==> config.mk <==
export PLATFORM = sky130hd
export DESIGN_NAME = bcd_seq_converter
export DESIGN_NICKNAME = d
export VERILOG_FILES = /design/src/rtl/bcd_pkg.sv /design/src/rtl/bcd_digit_adjust.sv /design/src/rtl/bcd_seq_converter.sv
export SDC_FILE = /design/constraint.sdc
export NUM_CORES = 1
export LEC_CHECK = 0
export ABC_CLOCK_PERIOD_IN_PS = 2000
export BUFFER_PORTS_ARGS = -buffer_cell sky130_fd_sc_hd__clkbuf_2
export CORE_UTILIZATION = 56
export CTS_CLUSTER_SIZE = 14
export DETAILED_ROUTE_END_ITERATION = 10
export HOLD_SLACK_MARGIN = 0.08
export PLACE_DENSITY = 0.78
export SETUP_SLACK_MARGIN = 0.3
export SLEW_MARGIN = 0
export SYNTH_ARGS = -nofsm -noshare
export SYNTH_HDL_FRONTEND = slang
export SYNTH_SLANG_ARGS = --single-unit
==> constraint.sdc <==
create_clock -name CLOCK_50 -period 2 [get_ports CLOCK_50]
set_input_delay 0.6 -clock CLOCK_50 [delete_from_list [all_inputs] [get_ports CLOCK_50]]
set_output_delay 0.6 -clock CLOCK_50 [all_outputs]
set_load 0.01 [all_outputs]
==> src/rtl/bcd_pkg.sv <==
// Shared definitions for the sequential binary-to-BCD converter:
// FSM state encoding, digit adjust constants and BCD bus width helper.
package bcd_pkg;

  typedef enum logic [1:0] {
    IDLE,
    SHIFT,
    DONE
  } state_t;

  localparam int DIGIT_W = 4;
  localparam logic [DIGIT_W-1:0] ADJ_THRESH = 4'd5;
  localparam logic [DIGIT_W-1:0] ADJ_ADD = 4'd3;

  // Width of the packed BCD bus for a given number of digits
  function automatic int bcd_width(input int digits);
    return DIGIT_W * digits;
  endfunction

endpackage

==> src/rtl/bcd_digit_adjust.sv <==
// Single-digit "add 3" correction used by the shift-and-add-3 converter.
// A digit of 5 or more would become 10 or more after the next shift, so it
// is pre-biased by 3 to make the shift carry into the next digit instead.
module bcd_digit_adjust
  import bcd_pkg::*;
(
  input  logic [DIGIT_W-1:0] digit_in,
  output logic [DIGIT_W-1:0] digit_out
);

  // Pre-shift correction of one BCD digit
  always_comb begin
    digit_out = (digit_in >= ADJ_THRESH) ? digit_in + ADJ_ADD : digit_in;
  end

endmodule

==> src/rtl/bcd_seq_converter.sv <==
// Sequential shift-and-add-3 binary-to-BCD converter with a start/done
// handshake. One bit is shifted per clock; bcd/ovf/neg are registered and
// held between conversions so the 7-segment drivers see a stable value.
// Optional build macro: BCD_SIGNED_INPUT_EN treats bin as two's complement,
// converts its magnitude and reports the sign on neg. Without it bin is
// unsigned and neg stays 0.
module bcd_seq_converter
  import bcd_pkg::*;
#(
  parameter int WIDTH  = 8,
  parameter int DIGITS = 3
) (
  input  logic                                  CLOCK_50,
  input  logic                                  RST,
  input  logic                                  start,
  input  logic [WIDTH-1:0]                      bin,
  output logic                                  busy,
  output logic                                  done,
  output logic [bcd_pkg::bcd_width(DIGITS)-1:0] bcd,
  output logic                                  ovf,
  output logic                                  neg
);

  localparam int BW = bcd_width(DIGITS);
  localparam int CW = $clog2(WIDTH + 1);

  state_t           state;
  logic [WIDTH-1:0] bin_work;
  logic [BW-1:0]    bcd_work;
  logic             ovf_work;
  logic             sign_work;
  logic [CW-1:0]    count;

  logic [BW-1:0]    bcd_adj;
  logic [BW-1:0]    bcd_next;
  logic [WIDTH-1:0] bin_next;
  logic             ovf_next;

  logic [WIDTH-1:0] load_mag;
  logic             load_sign;

  // One adjust cell per digit of the working register
  for (genvar g = 0; g < DIGITS; g++) begin : g_adjust
    bcd_digit_adjust u_adjust (
      .digit_in  (bcd_work[g*DIGIT_W +: DIGIT_W]),
      .digit_out (bcd_adj[g*DIGIT_W +: DIGIT_W])
    );
  end

  // Adjusted digits shift left by one; the bit leaving the top digit is overflow
  always_comb begin
    {bcd_next, bin_next} = {bcd_adj, bin_work} << 1;
    ovf_next = ovf_work | bcd_adj[BW-1];
  end

  // Operand conditioning at accept time: magnitude and sign of bin
`ifdef BCD_SIGNED_INPUT_EN
  always_comb begin
    load_sign = bin[WIDTH-1];
    load_mag  = load_sign ? -bin : bin;
  end
`else
  always_comb begin
    load_sign = 1'b0;
    load_mag  = bin;
  end
`endif

  // Handshake FSM and conversion datapath with registered outputs
  always_ff @(posedge CLOCK_50 or posedge RST) begin
    if (RST) begin
      state     <= IDLE;
      busy      <= 1'b0;
      done      <= 1'b0;
      bcd       <= '0;
      ovf       <= 1'b0;
      neg       <= 1'b0;
      bin_work  <= '0;
      bcd_work  <= '0;
      ovf_work  <= 1'b0;
      sign_work <= 1'b0;
      count     <= '0;
    end else begin
      done <= 1'b0;
      case (state)
        IDLE, DONE: begin
          if (start) begin
            bin_work  <= load_mag;
            bcd_work  <= '0;
            ovf_work  <= 1'b0;
            sign_work <= load_sign;
            count     <= CW'(WIDTH);
            busy      <= 1'b1;
            state     <= SHIFT;
          end else begin
            busy  <= 1'b0;
            state <= IDLE;
          end
        end
        SHIFT: begin
          bcd_work <= bcd_next;
          bin_work <= bin_next;
          ovf_work <= ovf_next;
          count    <= count - CW'(1);
          if (count == CW'(1)) begin
            busy  <= 1'b0;
            done  <= 1'b1;
            bcd   <= bcd_next;
            ovf   <= ovf_next;
            neg   <= sign_work;
            state <= DONE;
          end
        end
        default: begin
          busy  <= 1'b0;
          state <= IDLE;
        end
      endcase
    end
  end

endmodule

==> run summary <==
For this design the static power due to leakage is 1.10 nW. Summed over all layers, the routed wires come to 3.49 mm. Setup violations remaining at the end of the flow were counted as 0. The die covers 0.00378 mm2. Summing all flip-flop and latch instances after layout gives 0.00105 mm2.

The global-route wire length before repair came out at 5.87 mm. The effective utilization at floorplan is 58.9%, and the number of buffers added by the clock tree synthesis step is 5. The top cell type by area accounts for 53.1% of the synthesized area. The antenna diode instance count was 0. Ranked by total cell area, the synthesized netlist is headed by dfrtp_1, nand2_1, ha_1.

The logs give 0 for the initial antenna violation count and 0 for the number of hold violations in the final report. The required time of the critical path came out at 2.29 ns. The y dimension of the die works out to 61.5 um.

Compared with the post-synthesis result, the final layout area differs by 12.7%. Summed over all nets, the half-perimeter wirelength after detailed placement is 2.45 mm. The internal power of the cells totals 2.26 mW. The via count of the first global-routing pass was 1303; the number of enable-type register cells in the synthesized netlist was 0. After floorplanning, the core was sized to cover 0.00336 mm2. The clock network burns 14.9% of the power. The routed via count was 1423.

The tools report the number of detailed-routing iterations run before antenna repair as 4. The overall power is 3.71 mW, and the warning count from the yosys run is 0. STA classifies the critical path startpoint as a flip-flop. In this run the tightest slew margin relative to its limit is 66.4%. After routing, the total negative slack on setup checks comes to 0 ns. The logs give 2 for the maximum level of the CTS H-tree and 1.91 ns for the arrival time at the worst endpoint.

Each instance of the synthesized netlist takes up on average 10.6 um2. The run gives 66.3% as the utilization after layout. Top flip-flop cell by instance count after synthesis: dfrtp_1.

After floorplanning, the core was divided into 21 placement rows. The net count reported at finish was 233; the switching part of the total power was 39.1%. No sink is reached through more buffers than the 2 on the longest clock path. CTS saw 42 sinks. Cells with a size suffix above 1 make up 23.4% of the layout. The number of nets in the synthesized netlist is 206. The worst register-to-register path has a depth of 6. Global routing finished with a remaining overflow of 0.

After detailed routing, the number of remaining DRC violations is 0. Entering global routing, the biggest net connects 43 pins. In the synthesized netlist the async set-or-reset flop fraction comes to 100%. Synthesis instantiated 34 different standard cells from the library. Global routing consumed, over all layers together, 21.8% of the routing resources.

The sequential group share of total power came out at 41.3%. Cell accounting for the most synthesized area: dfrtp_1. The combinational share of power is 43.8%, and the switching power total is 1.45 mW. Counting flops and latches in the post-synthesis netlist gives 42. The run finished with clean final reports.

In the synthesized netlist, the number of instances is 187. Dividing the detail-routed wire length by the instance count gives 13.4 um. In this run the cell area of the synthesized design comes to 0.00198 mm2. 27 I/O pins were placed.

For this block, the initial DRC count from the detailed router was 49. STA classifies the critical path endpoint as a flip-flop. The path category of the worst min-delay check is in -> async. The fill cell total of the finished layout is 286.

The area of the multi-input gates is 850 um2, and the clock slew at the register clock pins of the worst setup and hold paths is 0.12 ns. The largest clock skew in the final design was 0.0101 ns. For the largest voltage drop on the vdd net, the log shows 1.12 mV. Dividing the detail-routed via count by the number of cells gives 5.47. The transition at the pin with the smallest max-transition slack is 0.504 ns, and the worst-path maximum fanout is 5. The root buffer cell chosen for the clock tree is clkbuf_4.

The tools report the first element of the critical path as bcd_work[4]. Clock latency on the worst-skew pair, taken at its later pin, is 0.35 ns. The count of input and output buffers was 25; the overall die width was 61.5 um. Setup repair after global routing left no endpoint under its margin. The areal power density over the cells is 1660 mW/mm2.

The weighted congestion at the end of routability-driven global placement was 0.804; the fraction of the cycle the final worst path needs was 81.1%. The critical path is of the reg -> reg type. The remaining antenna violation count after routing came out at 0. The startpoint identified for the worst register-to-register timing path is bcd_work[4]. The shortest period the worst path allows was 1.62 ns; the maximum achievable frequency was 616 MHz. The tools report the number of setup buffers added after CTS as 0. TritonCTS built the clock tree.

The sequential cell area fraction in the yosys report came out at 53.1%. Across the run, the number of max-cap violations was 0. The number of max-slew violations in the final report was 0.
synth_stat cells, types with 2 or more instances:
| library cell | instances |
|---|---|
| nor3b_1 | 5 |
| nand3_1 | 3 |
| inv_1 | 10 |
| dfrtp_1 | 42 |
| a21oi_1 | 7 |
| buf_4 | 3 |
| mux2i_1 | 3 |
| ha_1 | 8 |
| nor3_1 | 3 |
| mux2_4 | 4 |
| a22oi_1 | 7 |
| a22o_1 | 8 |
| o21ai_0 | 20 |
| nand2_1 | 33 |
| nand2b_1 | 3 |
| nor2_1 | 3 |
| nand2b_2 | 2 |
| buf_2 | 4 |
| a21oi_4 | 2 |
| xnor2_1 | 3 |
cell usage in the layout, fill, tap and decap left out, drive strengths merged:
cell and n:
a31oi 1, o21ai 20, nand2 34, and2 1
nor3 3, a22o 8, a22oi 7, ha 8
xnor2 3, a21oi 10, clkbuf 31, nand3 3
dfrtp 42, a211oi 1, and2b 1, nand2b 5
nor2 4, nor2b 1, a21o 1, bufinv 1
conb 1, buf 3, inv 11, mux2 5
mux2i 3, nor3b 6
what timing repair did:
item	4_1_cts	5_1_grt
pin swaps	0	0
hold buffers	0	0
gates cloned	0	0
endpoints found under the setup margin	2	1
gates resized for setup	1	1
cells by family after synthesis:
logic type,share of synthesized area [%]
mux,5.12
xor+xnor,1.33
buf+inv,4.55
other cells,0.189
flops,53.1
fa+ha+maj,5.06
simple gates,14.5
compound gates,16.2
worst max-delay path: stages (launching register included):
cell and delay, ns:
dfrtp_1 0.46, inv_1 0.09, ha_1 0.26, nand2b_2 0.11, a21oi_4 0.17, mux2i_1 0.28, mux2_4 0.19
worst paths after layout:
kind / end / slack [ns]
min reg2reg: bcd[11] / 0.49
min in group CLOCK_50: bin_work[7] / 0.46
max in group asynchronous: bcd_work[11] / 1.31
max: bcd[6] / 0.38
max reg2reg: bcd[6] / 0.38
min: bin_work[0] / 0.34
state kept, by name, summed over array words and instances (netlist names):
signal,count
bin_work,8
state,2
done,1
busy,1
bcd,12
count,4
ovf_work,1
ovf,1
bcd_work,12
stage by stage:
step	hold slack (ns)	std cells	cell area (um2)	setup WS, ns
2_1_floorplan	0.446	187	1980	0.426
3_3_place_gp	0.461	253	2140	0.216
3_5_place_dp	0.465	253	2140	0.121
4_1_cts	0.349	260	2220	0.368
5_1_grt	0.384	260	2230	0.313
6_report	0.338	260	2230	0.377
final cells by class:
| type | count | share of cell area [%] |
|---|---|---|
| clock inverter | 1 | 1.35 |
| timing repair buffer | 28 | 6.62 |
| tap | 46 | 2.58 |
| inverter | 11 | 1.96 |
| clock buffer | 6 | 2.30 |
| sequential | 42 | 47.1 |
| multi-input combinational | 126 | 38.1 |
power groups by stage:
stage               clock [mW]  combinational (mW)  sequential (mW)
finish                   0.552                1.63             1.53
floorplan                    0                1.21             1.54
global placement             0                1.54             1.52
global route             0.596                1.86             1.59
detailed placement           0                1.63             1.54
CTS                      0.567                1.64             1.53
metal layers:
| layer | vias to the layer above | GRT usage, % | share of wire, % |
|---|---|---|---|
| met4 | 0 | 6.67 | 1.4 |
| met1 | 700 | 27.9 | 47 |
| met2 | 21 | 36.6 | 49 |
| li1 | 695 | - | - |
| met5 | - | 0 | 0 |
| met3 | 7 | 5.67 | 3.0 |
Power figures use the tool's default switching activity.
